$ cat config.mk
export PLATFORM = sky130hd
export DESIGN_NAME = rtc_calendar_core
export DESIGN_NICKNAME = d
export VERILOG_FILES = /design/src/rtl/rtc_calendar_core.sv
export SDC_FILE = /design/constraint.sdc
export NUM_CORES = 1
export LEC_CHECK = 0
export BUFFER_PORTS_ARGS = -buffer_cell sky130_fd_sc_hd__buf_2
export CORE_MARGIN = 5
export CORE_UTILIZATION = 45
export CTS_BUF_LIST = sky130_fd_sc_hd__clkbuf_8
export CTS_CLUSTER_DIAMETER = 40
export DETAILED_ROUTE_END_ITERATION = 6
export PLACE_DENSITY = 0.72
export SETUP_SLACK_MARGIN = 0.15
export SLEW_MARGIN = 20
export SYNTH_ARGS = -nofsm -noshare
export SYNTH_HDL_FRONTEND = slang
export SYNTH_SLANG_ARGS = --single-unit
$ cat constraint.sdc
create_clock -name CLK -period 7.49 [get_ports CLK]
set_input_delay 0.749 -clock CLK [delete_from_list [all_inputs] [get_ports CLK]]
set_output_delay 0.749 -clock CLK [all_outputs]
set_load 0.01 [all_outputs]
$ cat src/rtl/rtc_calendar_core.sv
// Free-running RTC/calendar: prescaled seconds tick, full carry chain into Y/M/D,
// leap-year aware day clamping, per-field UP/DOWN editing and 12/24h display.
module rtc_calendar_core #(
  parameter int TICK_DIV = 100,
  parameter int CNT_W    = 7,
  parameter int YEAR_MAX = 99
) (
  input  logic       CLK,
  input  logic       RESET,
  input  logic       EN,
  input  logic       SET_HOLD,
  input  logic       TIME_FORMAT,
  input  logic [2:0] FIELD_SEL,
  input  logic       UP,
  input  logic       DOWN,
  output logic [4:0] HOUR,
  output logic [4:0] HOUR_DISP,
  output logic       PM,
  output logic [5:0] MIN,
  output logic [5:0] SEC,
  output logic [6:0] YEAR,
  output logic [3:0] MONTH,
  output logic [4:0] DAY,
  output logic       SEC_TICK,
  output logic       DAY_ROLL
);

  localparam logic [CNT_W-1:0] PRESC_MAX = CNT_W'(TICK_DIV - 1);
  localparam logic [6:0]       YMAX      = 7'(YEAR_MAX);

  localparam logic [2:0] F_HOUR = 3'd1, F_MIN = 3'd2, F_SEC = 3'd3, F_MER = 3'd4,
                         F_YEAR = 3'd5, F_MONTH = 3'd6, F_DAY = 3'd7;

  logic [CNT_W-1:0] presc_q, presc_d;
  logic [4:0] hour_q, hour_d, day_q, day_d;
  logic [5:0] min_q, min_d, sec_q, sec_d;
  logic [6:0] year_q, year_d;
  logic [3:0] month_q, month_d;
  logic       sec_tick_q, sec_tick_d, day_roll_q, day_roll_d;
  logic       edit, tick;
  logic [4:0] dim_cur, dim_new;

  function automatic logic [4:0] days_in_month(input logic [3:0] m, input logic [6:0] y);
    case (m)
      4'd2:                    return (y[1:0] == 2'b00) ? 5'd29 : 5'd28;
      4'd4, 4'd6, 4'd9, 4'd11: return 5'd30;
      default:                 return 5'd31;
    endcase
  endfunction

  assign edit    = (UP ^ DOWN) && (FIELD_SEL != 3'd0);
  assign tick    = EN && !SET_HOLD && (presc_q == PRESC_MAX);
  assign dim_cur = days_in_month(month_q, year_q);

  always_comb begin
    presc_d    = presc_q;
    hour_d     = hour_q;
    min_d      = min_q;
    sec_d      = sec_q;
    year_d     = year_q;
    month_d    = month_q;
    day_d      = day_q;
    sec_tick_d = 1'b0;
    day_roll_d = 1'b0;
    dim_new    = 5'd31;

    if (SET_HOLD || (edit && FIELD_SEL == F_SEC)) begin
      presc_d = '0;
    end else if (EN) begin
      presc_d = (presc_q == PRESC_MAX) ? '0 : presc_q + 1'b1;
    end

    // An edit always wins over a coincident tick; the tick is simply lost.
    if (edit) begin
      case (FIELD_SEL)
        F_HOUR:  hour_d  = UP ? ((hour_q == 5'd23) ? 5'd0 : hour_q + 5'd1)
                              : ((hour_q == 5'd0) ? 5'd23 : hour_q - 5'd1);
        F_MIN:   min_d   = UP ? ((min_q == 6'd59) ? 6'd0 : min_q + 6'd1)
                              : ((min_q == 6'd0) ? 6'd59 : min_q - 6'd1);
        F_SEC:   sec_d   = UP ? ((sec_q == 6'd59) ? 6'd0 : sec_q + 6'd1)
                              : ((sec_q == 6'd0) ? 6'd59 : sec_q - 6'd1);
        F_MER:   hour_d  = (hour_q < 5'd12) ? hour_q + 5'd12 : hour_q - 5'd12;
        F_YEAR:  year_d  = UP ? ((year_q >= YMAX) ? 7'd0 : year_q + 7'd1)
                              : ((year_q == 7'd0) ? YMAX : year_q - 7'd1);
        F_MONTH: month_d = UP ? ((month_q >= 4'd12) ? 4'd1 : month_q + 4'd1)
                              : ((month_q <= 4'd1) ? 4'd12 : month_q - 4'd1);
        F_DAY:   day_d   = UP ? ((day_q >= dim_cur) ? 5'd1 : day_q + 5'd1)
                              : ((day_q <= 5'd1) ? dim_cur : day_q - 5'd1);
        default: ;
      endcase
    end else if (tick) begin
      sec_tick_d = 1'b1;
      if (sec_q == 6'd59) begin
        sec_d = 6'd0;
        if (min_q == 6'd59) begin
          min_d = 6'd0;
          if (hour_q == 5'd23) begin
            hour_d     = 5'd0;
            day_roll_d = 1'b1;
            if (day_q >= dim_cur) begin
              day_d = 5'd1;
              if (month_q >= 4'd12) begin
                month_d = 4'd1;
                year_d  = (year_q >= YMAX) ? 7'd0 : year_q + 7'd1;
              end else begin
                month_d = month_q + 4'd1;
              end
            end else begin
              day_d = day_q + 5'd1;
            end
          end else begin
            hour_d = hour_q + 5'd1;
          end
        end else begin
          min_d = min_q + 6'd1;
        end
      end else begin
        sec_d = sec_q + 6'd1;
      end
    end

    // A month/year change can leave DAY past the end of the new month.
    dim_new = days_in_month(month_d, year_d);
    if (day_d > dim_new) day_d = dim_new;
  end

  always_ff @(posedge CLK or posedge RESET) begin
    if (RESET) begin
      presc_q    <= '0;
      hour_q     <= 5'd0;
      min_q      <= 6'd0;
      sec_q      <= 6'd0;
      year_q     <= 7'd0;
      month_q    <= 4'd1;
      day_q      <= 5'd1;
      sec_tick_q <= 1'b0;
      day_roll_q <= 1'b0;
    end else begin
      presc_q    <= presc_d;
      hour_q     <= hour_d;
      min_q      <= min_d;
      sec_q      <= sec_d;
      year_q     <= year_d;
      month_q    <= month_d;
      day_q      <= day_d;
      sec_tick_q <= sec_tick_d;
      day_roll_q <= day_roll_d;
    end
  end

  assign HOUR     = hour_q;
  assign MIN      = min_q;
  assign SEC      = sec_q;
  assign YEAR     = year_q;
  assign MONTH    = month_q;
  assign DAY      = day_q;
  assign SEC_TICK = sec_tick_q;
  assign DAY_ROLL = day_roll_q;
  assign PM       = (hour_q >= 5'd12);

  always_comb begin
    HOUR_DISP = hour_q;
    if (TIME_FORMAT) begin
      if (hour_q == 5'd0)      HOUR_DISP = 5'd12;
      else if (hour_q > 5'd12) HOUR_DISP = hour_q - 5'd12;
    end
  end

endmodule

==> summary.md <==
| Metric | Value |
|---|---|
| Unrepaired setup endpoints after global routing | `false` |
| Post-DP Area | `0.004263 sq mm` |
| Layout overhead on the synthesized area | `8.777%` |
| Synth Instances | `roughly 520` |
| Dpl hpwl | `between 7 and 8 mm` |
| Row count | `34` |
| First-pass DRT Iterations | `5` |
| Global route overflow | `0` |
| Startpoint types | `flop` |
| Internal Pwr Total | `0.0007671 W` |
| Avg Vias per Cell | `about 6.0` |
| Req. time, crit path | `slightly below 8 ns` |
| Post-route clock period utilization | `a little under three fifths` |
| Critical Path, Cell by Cell | `inv_1 -> ha_1 -> a221o_1 -> nand2_1 -> ha_1 -> nor3b_1 -> nor3_2 -> nand4b_1 -> o32ai_1 -> a31o_2 -> o21a_1 -> a211oi_2 -> ha_1 -> a21oi_1 -> nand4_1 -> mux2_1` |
| Root Buffer | `clkbuf_8` |
| Power share of the combinational group | `between 50% and 60%` |
| Final setup violation count | `0` |
| Metal-1 WL | `approximately 4.5 mm` |
| Crit-path max FO | `8` |
| Rel. slew slack | `between 40% and 50%` |
| Status | `finished clean` |
| Total CTS buffers | `5` |
| Initial core utilization | `a little under half` |
| Switching Share | `~49%` |
| Final net count | `587` |
| Antenna diodes | `0` |
| Net Switching | `about 0.00075 W` |
| WP depth | `16` |
| Max incr delay on CP | `around 0.61 ns` |
| Max Cap Viol | `0` |
| Delay-heaviest family, CP | `compound AO/OA/AOI/OAI gates` |
| Worst setup path category | `flop to flop` |
| Gpl congestion | `about 0.91` |
| Die ar. | `~0.011 sq mm` |
| Most used flip-flop cell after synthesis | `dfrtp_1` |
| # DRC | `0` |
| Worst Skew | `roughly 0.007 ns` |
| Total power | `around 0.0015 W` |
| Total routed wirelength | `a little over 10 mm` |
| H-tree Lvls | `2` |
| CP Buf/Inv Count | `1` |
| Hold buffer count at cts | `0` |
| Post-CTS Setup Repair Bufs | `0` |
| Final instance area | `between 0.004 and 0.005 sq mm` |
| Worst skew pair latency | `approximately 0.3 ns` |
| Setup slack, reg-to-reg | `roughly 3.3 ns` |
| Worst EP arrival | `4.40 ns` |
| Sequential share of the synthesized area | `26.21%` |
| Setup tns final | `0 ns` |
| Clock network power share | `between 10% and 20%` |
| FF-to-FF path depth | `16` |
| Top layer in use | `met5` |
| Worst r2r src | `MONTH[0]` |
| Clk slew on worst S/H paths | `about 0.090 ns` |
| Register share of total power | `32.3%` |
| Highest Clock Rate | `239.8 MHz` |
| Final antenna-violating net count | `0` |
| Maximum root-to-sink buffer count | `2` |
| Port bufs | `50` |
| Routed wl met3 | `between 600 and 700 um` |
| CP endpoint | `DAY[0]` |
| Wire per inst | `between 15 and 20 um` |
| Yosys reg bits | `42` |
| Initial antenna violation count | `1` |
| DR vias | `~4000` |
| Hold Crit Class | `flop to flop` |
| Synth async-reset ratio | `100.0%` |
| First-pass GRT wire length | `17.41 mm` |
| Io pins | `roughly 50` |
| Clk sink count | `42` |
| Cell Area, Synth | `roughly 0.0040 sq mm` |
| Chip width | `approximately 100 um` |
| Core area | `0.008721 sq mm` |
| TritonCTS clock tree | `done` |
| Worst slew pin tran | `0.7974 ns` |
| CP startpoint | `MONTH[0]` |
| Yosys warns | `0` |
| Net Count, Synth | `554` |
| EDFF count, synth | `0` |
| Largest net degree at the start of global routing | `43` |
| Post-CTS sizing | `0` |
| CP most frequent cell | `ha_1` |
| Pins over their slew limit | `0` |
| Fraction of layout cells with a size suffix above 1 | `approximately 16%` |
| PD cells | `347.2 mW/mm^2` |
| Hold Vio Cnt, Final | `0` |
| Detail Route met2 WL | `4.879 mm` |
| Slowest-stage cell, CP | `dfstp_2` |
| Leak Pwr | `1.940 nW` |
| Total global-route track usage | `between 10% and 20%` |
| Synth unique cells | `74` |
| Vias in the first global route | `between 3000 and 4000` |
| Syn Area/Cell | `~7.8 sq um` |
| Worst vdd ir | `approximately 0.16 mV` |
| CP Capture Type | `flop` |
| DR iter-0 viols | `165` |
| Reg-to-Reg End | `DAY[0]` |
| DIE HEIGHT | `between 100 and 150 um` |
| Final critical path time including I/O delays and setup | `~4.2 ns` |
routing by layer:
metal | vias up | track usage, %
li1 | 1950 | -
met1 | 1880 | 23.40
met2 | 126 | 31.45
met3 | 22 | 3.414
met4 | 2 | 4.903
met5 | - | 0
sequential cells by signal, indices dropped and copies added, names as in the netlist:
signal	cells
YEAR	7
presc_q	7
MIN	6
SEC	6
DAY	5
HOUR	5
MONTH	4
DAY_ROLL	1
SEC_TICK	1
cell usage after synthesis (5+ instances only):
master / number / area (sq um)
nand2_1: 60 / 225.2
nor2_1: 47 / 176.4
o21ai_0: 43 / 215.2
a21oi_1: 40 / 200.2
dfrtp_1: 40 / 1001
ha_1: 27 / 337.8
inv_1: 27 / 101.4
nor3_1: 22 / 110.1
nand3_1: 19 / 95.09
clkbuf_1: 14 / 52.55
a31oi_1: 11 / 68.82
and3_1: 11 / 68.82
xnor2_1: 11 / 96.34
nand2b_1: 8 / 50.05
xor2_1: 7 / 61.31
and2_1: 6 / 37.54
mux2i_1: 6 / 60.06
nor4_1: 6 / 37.54
o31ai_1: 6 / 45.04
buf_2: 5 / 25.02
o21a_1: 5 / 37.54
cell families after synthesis:
family | Yosys count | share of synthesized area [%]
adder cells (fa/ha/maj) | 27 | 8.403
AND/OR/NAND/NOR | 216 | 28.20
buffers and inverters | 53 | 6.443
XOR/XNOR | 18 | 3.922
multiplexers | 8 | 2.054
AO/OA/AOI/OAI | 153 | 24.78
flip-flops | 42 | 26.21
placed cells by master, fill, tap and decap left out, drive strengths merged, types with 19 or more instances in the layout:
master,instances
nand2,60
buf,52
nor2,47
o21ai,45
a21oi,41
dfrtp,40
inv,28
ha,27
nor3,24
nand3,19
power by group through the flow:
| stage | Combinational (W) | Sequential, W | Clock, W |
|---|---|---|---|
| after floorplan | 0.000669 | 0.000437 | 0 |
| after global placement | 0.000821 | 0.000488 | 0 |
| after detailed placement | 0.000841 | 0.000493 | 0 |
| after CTS | 0.000847 | 0.000489 | 0.000184 |
| after global routing | 0.000946 | 0.000518 | 0.000195 |
| final | 0.000846 | 0.000491 | 0.000182 |
worst reg2reg max path: cells and delay by family (launching register included):
family          cells  cell delay, ns
mux                 1            0.36
fa+ha+maj           3            0.75
compound gates      6            1.28
buf+inv             1            0.08
flops               1            0.61
simple gates        5            1.04
worst min-delay path by stage:
stage,from,to,slack (ns),depth (start not counted)
finish,presc_q[5],presc_q[5],0.51,1
global route,presc_q[5],presc_q[5],0.54,1
CTS,presc_q[5],presc_q[5],0.51,1
detailed placement,presc_q[5],presc_q[5],0.50,1
global placement,presc_q[5],presc_q[5],0.49,1
floorplan,presc_q[5],presc_q[5],0.47,1
cell type report:
class,instances,area (sq um)
fillers,852,4348
multi-input cells,422,2708
flip-flops and latches,42,1054
repair buffers,52,265.3
well taps,108,135.1
inverters,27,101.3
clock buffers,5,68.82
clock inverters,3,41.29
metrics by stage:
step                std cells  hold WS (ns)  utilization [%]  setup WS [ns]
finish                    659        0.5146            50.14          3.320
global route              659        0.5426            50.14          3.074
CTS                       659        0.5138            50.14          3.332
detailed placement        651        0.4976            48.88          3.342
global placement          651        0.4941            48.88          3.547
floorplan                 517        0.4674                -          3.721
Note: power is estimated with default switching activity, not from simulation.
